[config.mk]
export PLATFORM = sky130hd
export DESIGN_NAME = regfile_write_decode
export DESIGN_NICKNAME = d
export VERILOG_FILES = /design/src/rtl/regfile_write_decode_pkg.sv /design/src/rtl/regfile_write_decode_dec_onehot.sv /design/src/rtl/regfile_write_decode.sv
export SDC_FILE = /design/constraint.sdc
export NUM_CORES = 2
export LEC_CHECK = 0
export CORE_MARGIN = 5
export CORE_UTILIZATION = 39
export CTS_BUF_LIST = sky130_fd_sc_hd__clkbuf_8
export DETAILED_ROUTE_END_ITERATION = 7
export MAX_ROUTING_LAYER = met4
export PLACE_DENSITY = 0.64
export SETUP_SLACK_MARGIN = 0.4
export SLEW_MARGIN = 20
export SYNTH_ARGS = -nofsm -noshare
export SYNTH_HDL_FRONTEND = slang
export SYNTH_SLANG_ARGS = --single-unit
export TNS_END_PERCENT = 1
[constraint.sdc]
create_clock -name clk -period 4.9 [get_ports clk]
set_clock_uncertainty 0.2 [all_clocks]
set_input_delay 0.98 -clock clk [delete_from_list [all_inputs] [get_ports clk]]
set_output_delay 0.98 -clock clk [all_outputs]
set_load 0.05 [all_outputs]
[src/rtl/regfile_write_decode_pkg.sv]
// Shared constants for the general-purpose register file.
// Widths, register count and well-known register numbers.
package regfile_write_decode_pkg;

  localparam int DATA_W   = 32;
  localparam int ADDR_W   = 5;
  localparam int NUM_REGS = 32;

  localparam logic [4:0] REG_ZERO = 5'd0;
  localparam logic [4:0] REG_SP   = 5'd29;
  localparam logic [4:0] REG_RA   = 5'd31;

endpackage

[src/rtl/regfile_write_decode_dec_onehot.sv]
// Enable-gated address-to-one-hot decoder for register write strobes.
// Bit 0 can be forced low so the zero register never sees a strobe.
module dec_onehot #(
  parameter int ADDR_W  = 5,
  parameter bit ZERO_HW = 1'b1
) (
  input  logic                   i_en,
  input  logic [ADDR_W-1:0]      i_addr,
  output logic [(1<<ADDR_W)-1:0] o_onehot
);

  always_comb begin
    o_onehot = '0;
    if (i_en) begin
      o_onehot[i_addr] = 1'b1;
    end
    if (ZERO_HW) begin
      o_onehot[0] = 1'b0;
    end
  end

endmodule

[src/rtl/regfile_write_decode.sv]
// 32 x 32 register file: one-hot decoded write port from WB,
// two combinational read ports for ID with optional write-through.
module regfile_write_decode #(
  parameter int DATA_W = regfile_write_decode_pkg::DATA_W,
  parameter int ADDR_W = regfile_write_decode_pkg::ADDR_W,
  parameter int BYPASS = 1
) (
  input  logic                   clk,
  input  logic                   reset_n,
  input  logic                   i_we,
  input  logic [ADDR_W-1:0]      i_waddr,
  input  logic [DATA_W-1:0]      i_wdata,
  input  logic [ADDR_W-1:0]      i_raddr1,
  input  logic [ADDR_W-1:0]      i_raddr2,
  output logic [DATA_W-1:0]      o_rdata1,
  output logic [DATA_W-1:0]      o_rdata2,
  output logic [(1<<ADDR_W)-1:0] o_we_onehot
);

  import regfile_write_decode_pkg::*;

  localparam int NREGS = 1 << ADDR_W;

  logic [DATA_W-1:0] regs_q [NREGS];
  logic [DATA_W-1:0] regs_d [NREGS];
  logic              wr_live;
  logic              hit1;
  logic              hit2;

  dec_onehot #(
    .ADDR_W  (ADDR_W),
    .ZERO_HW (1'b1)
  ) u_dec (
    .i_en     (i_we),
    .i_addr   (i_waddr),
    .o_onehot (o_we_onehot)
  );

  always_comb begin
    for (int k = 0; k < NREGS; k++) begin
      regs_d[k] = regs_q[k];
      if (o_we_onehot[k]) begin
        regs_d[k] = i_wdata;
      end
    end
    regs_d[0] = '0;
  end

  always_ff @(posedge clk or negedge reset_n) begin
    if (!reset_n) begin
      for (int k = 0; k < NREGS; k++) begin
        regs_q[k] <= '0;
      end
    end else begin
      for (int k = 0; k < NREGS; k++) begin
        regs_q[k] <= regs_d[k];
      end
    end
  end

  // Forwarding is suppressed in reset so reads stay zero there.
  assign wr_live = reset_n && i_we
                && (i_waddr != ADDR_W'(REG_ZERO));
  assign hit1 = (BYPASS != 0) && wr_live
             && (i_raddr1 == i_waddr);
  assign hit2 = (BYPASS != 0) && wr_live
             && (i_raddr2 == i_waddr);

  always_comb begin
    o_rdata1 = regs_q[i_raddr1];
    o_rdata2 = regs_q[i_raddr2];
    if (hit1) begin
      o_rdata1 = i_wdata;
    end
    if (hit2) begin
      o_rdata2 = i_wdata;
    end
  end

endmodule

==> impl_metrics.py <==
metrics = {
    "yosys": {
        "synth_xor_xnor_area_share": 0.00162,
        "synth_flop_cell": "dfrtp_1",
        "yosys.area_share.simple": 0.0777,
        "synth_warnings": 0,
        "seq_area_frac_synth": 0.460,
        "synth-seq-cells": 992,
        "synth_edf_count": 0,
        "netlist-cell-type-count": 43,
        "synthMuxAreaShare": 0.377,
        "synth_fp_nets": 4293,
        "synth_area_per_cell_um2": 12.7,
        "synth_top_family_by_area": "multiplexers",
        "synthArstFlopShare": 1.00,
        "synth_area_um2": 53900,
        "synth_fa_ha_area_frac": 0,
        "synth_compound_area_frac": 0.0439,
        "synthCells": 4243,
    },
    "floorplan": {
        "num_rows": 136,
        "io_pins": 146,
        "initial_core_util": 0.392,
        "die_w_um": 382,
        "die_y_um": 382,
        "fp.dieArea_um2": 146000,
        "core_area_um2": 137000,
    },
    "worst_setup_path": {
        "slowest_stage": "nand3_2",
        "critical_path_arrival_ps": 3380,
        "crit_path_max_fanout": 27,
        "crit_path_frequent_cell": "buf_4",
        "cp_cell_sequence": "buf_4 -> buf_4 -> nand3_2 -> buf_12 -> o22ai_1 -> nor2_1 -> o221ai_1 -> o21ai_0 -> buf_4 -> buf_12",
        "critPathCaptureType": "output port",
        "worst-r2r-cell-count": 1,
        "rr_startpoint": "regs_q[950]",
        "critical_path_class": "in2out",
        "cp-start-kind": "primary input",
        "crit_path_max_incr_delay_ps": 550,
        "critPathRequiredTime_ps": 3720,
        "r2r_slack_ps": 3900,
        "r2r_end": "regs_q[950]",
    },
    "sta": {
        "period_share": 0.930,
        "timing.slew.headroom": 0.184,
        "drv_slew": 0,
        "final_hold_viol_count": 0,
        "setup_viol": 0,
        "max_freq_ghz": 0.219,
        "worst_pin_slew_ps": 1220,
        "grt_setup_unrepaired": "true",
        "finalSetupTns_ps": 0,
        "min_period_ps": 4560,
    },
    "clock_network": {
        "htreeDepth": 4,
        "clkTransAtPathRegs_ps": 60,
        "cts_tree": "done",
        "clk_path_buf_depth": 3,
        "cts.sinks": 992,
        "cts_buffers": 165,
        "insertion_delay_ps": 850,
        "clockRootBuffer": "clkbuf_8",
    },
    "global_routing": {
        "grt_pass1_vias": 39250,
        "overflow": 0,
        "antenna_found_initial": 10,
        "grt_max_degree": 160,
        "grt_pass1_wl_mm": 272,
        "grt_usage": 0.257,
    },
    "flow_run": {
        "maxCapViolCount": 0,
    },
    "routing": {
        "dr_total_vias": 39067,
        "routedWlPerCell_um": 29.4,
        "drtAntennaViolNets": 0,
        "routed_wl_mm": 185,
        "first_pass_iters": 8,
        "vias_per_cell": 6.21,
        "drc": 0,
        "drt_iter0_markers": 4475,
    },
    "final_layout": {
        "drive_above_1_share": 0.437,
        "reg_top3": "regs_q (992)",
        "final_cells": 6291,
        "largest_reg_flops": 992,
        "area_delta_synth_final_pct": 15.9,
        "regMostFlops": "regs_q",
        "fin_nets": 4412,
    },
    "power_and_ir_drop": {
        "seq_power_share": 0.452,
        "p_sw_mw": 7.24,
        "power_frac_comb": 0.239,
        "p_leak_nw": 27.9,
        "peakVddDrop_uv": 194,
        "internal_power_mw": 17.0,
        "power_frac_clock": 0.309,
        "power_density_nw_per_um2": 387,
        "switching_share": 0.299,
    },
    "outcome": {
        "status": "finished clean",
    },
    "hold_path": {
        "min_path_type": "in2async",
    },
    "place": {
        "dp_hpwl_mm": 113,
        "placedCellCount": 5987,
        "gp_congestion": 0.878,
        "io_buffers": 144,
    },
}
[cells by family (layout without fill, tap and decap cells)]
logic type	count (synthesis)	count (layout)
XOR/XNOR	10	10
AO/OA/AOI/OAI	331	331
multiplexers	1416	1416
buffers and inverters	452	696
flip-flops	992	992
other	1	10
AND/OR/NAND/NOR	1041	1042
[cells in the mapped netlist, types with 2 or more instances]
| library cell | number | area share |
|---|---|---|
| buf_1 | 49 | 0.0034 |
| mux2_2 | 913 | 0.19 |
| inv_1 | 15 | 0.0010 |
| buf_6 | 13 | 0.0027 |
| and3_1 | 2 | 0.00023 |
| o221ai_1 | 22 | 0.0036 |
| nor2_2 | 12 | 0.0014 |
| clkbuf_1 | 218 | 0.015 |
| o21ai_0 | 37 | 0.0034 |
| nor2b_1 | 3 | 0.00035 |
| o22ai_1 | 93 | 0.011 |
| dfrtp_1 | 992 | 0.46 |
| nand2b_1 | 5 | 0.00058 |
| nor3_1 | 54 | 0.0050 |
| xor2_1 | 8 | 0.0013 |
| o21ai_1 | 23 | 0.0021 |
| mux4_2 | 401 | 0.17 |
| nor2_1 | 77 | 0.0054 |
| or2_2 | 5 | 0.00058 |
| a211oi_1 | 53 | 0.0074 |
| or3_1 | 25 | 0.0029 |
| nor3b_1 | 4 | 0.00056 |
| or3b_2 | 2 | 0.00033 |
| mux2i_1 | 102 | 0.019 |
| xnor2_1 | 2 | 0.00033 |
| nand3_1 | 9 | 0.00084 |
| buf_2 | 111 | 0.010 |
| buf_4 | 44 | 0.0061 |
| nand3b_1 | 5 | 0.00070 |
| a221oi_1 | 95 | 0.015 |
| nand2_1 | 833 | 0.058 |
| o32ai_1 | 5 | 0.00081 |
[power groups by stage]
stage | sequential [mW] | combinational [mW] | clock [mW]
floorplan | 10.6 | 4.09 | 0
global placement | 10.9 | 5.64 | 0
detailed placement | 11.0 | 5.74 | 0
CTS | 10.9 | 5.76 | 7.57
global route | 11.1 | 6.15 | 7.95
finish | 10.9 | 5.78 | 7.47
[per-layer routing]
layer	part of all wire	wire (um)	GRT usage
met1	0.41	75900	0.346
met2	0.45	84100	0.380
met3	0.095	17500	0.0628
met4	0.041	7570	0.0977
met5	0	0	-
[final cells by class]
class / instances / area, um2
fill: 12208 / 75000
clock inverter: 76 / 345
inverter: 16 / 60.1
tap: 1794 / 2240
antenna: 9 / 22.5
multi-input combinational: 2800 / 27200
clock buffer: 217 / 2990
timing repair buffer: 387 / 4820
sequential: 992 / 24800
[worst max-delay path: cells and delay by family]
family	cells	cell delay [ps]
buf+inv	5	1240
compound gates	3	450
simple gates	2	660
[worst max path at each step]
stage,startpoint,to,cells past startpoint
6_report,i_raddr1[3],o_rdata1[31],10
5_1_grt,i_raddr1[4],o_rdata1[12],9
4_1_cts,i_raddr1[4],o_rdata1[22],10
3_5_place_dp,i_waddr[3],o_rdata2[12],8
3_3_place_gp,i_waddr[4],o_rdata1[4],8
2_1_floorplan,i_raddr1[0],o_rdata1[8],9
[placed cells by master (no fill, tap or decap), types with 24 or more instances in the layout]
cell,synthesis,routed
mux2i_1,102,102
clkbuf_8,0,218
a211oi_1,53,53
inv_1,15,63
nor3_1,54,52
mux4_2,401,401
o21ai_0,37,34
buf_4,44,196
nor2_1,77,72
dfrtp_1,992,992
o21ai_1,23,24
mux2_2,913,913
clkdlybuf4s50_1,0,34
nand2_1,833,819
o22ai_1,93,93
a221oi_1,95,95
or3_1,25,25
buf_12,0,142
[stage by stage]
stage | setup slack (ps) | area [um2] | total power, mW | utilization | hold slack, ps
floorplan | 374 | 53900 | 14.7 | - | 257
global placement | 159 | 59100 | 16.6 | 0.430 | 271
detailed placement | 140 | 59100 | 16.8 | 0.430 | 280
CTS | 369 | 62500 | 24.2 | 0.454 | 114
global route | 283 | 62500 | 25.2 | 0.454 | 163
finish | 341 | 62500 | 24.2 | 0.454 | 120
[what timing repair did]
action / in CTS / in global routing
setup endpoints to repair: 45 / 39
pin swaps: 1 / 0
gates cloned: 1 / 0
hold buffers: 1 / 0
buffers inserted: 0 / 0
hold endpoints to repair: 16 / 0
gates resized for setup: 9 / 2
Note: power is estimated with default switching activity, not from simulation.
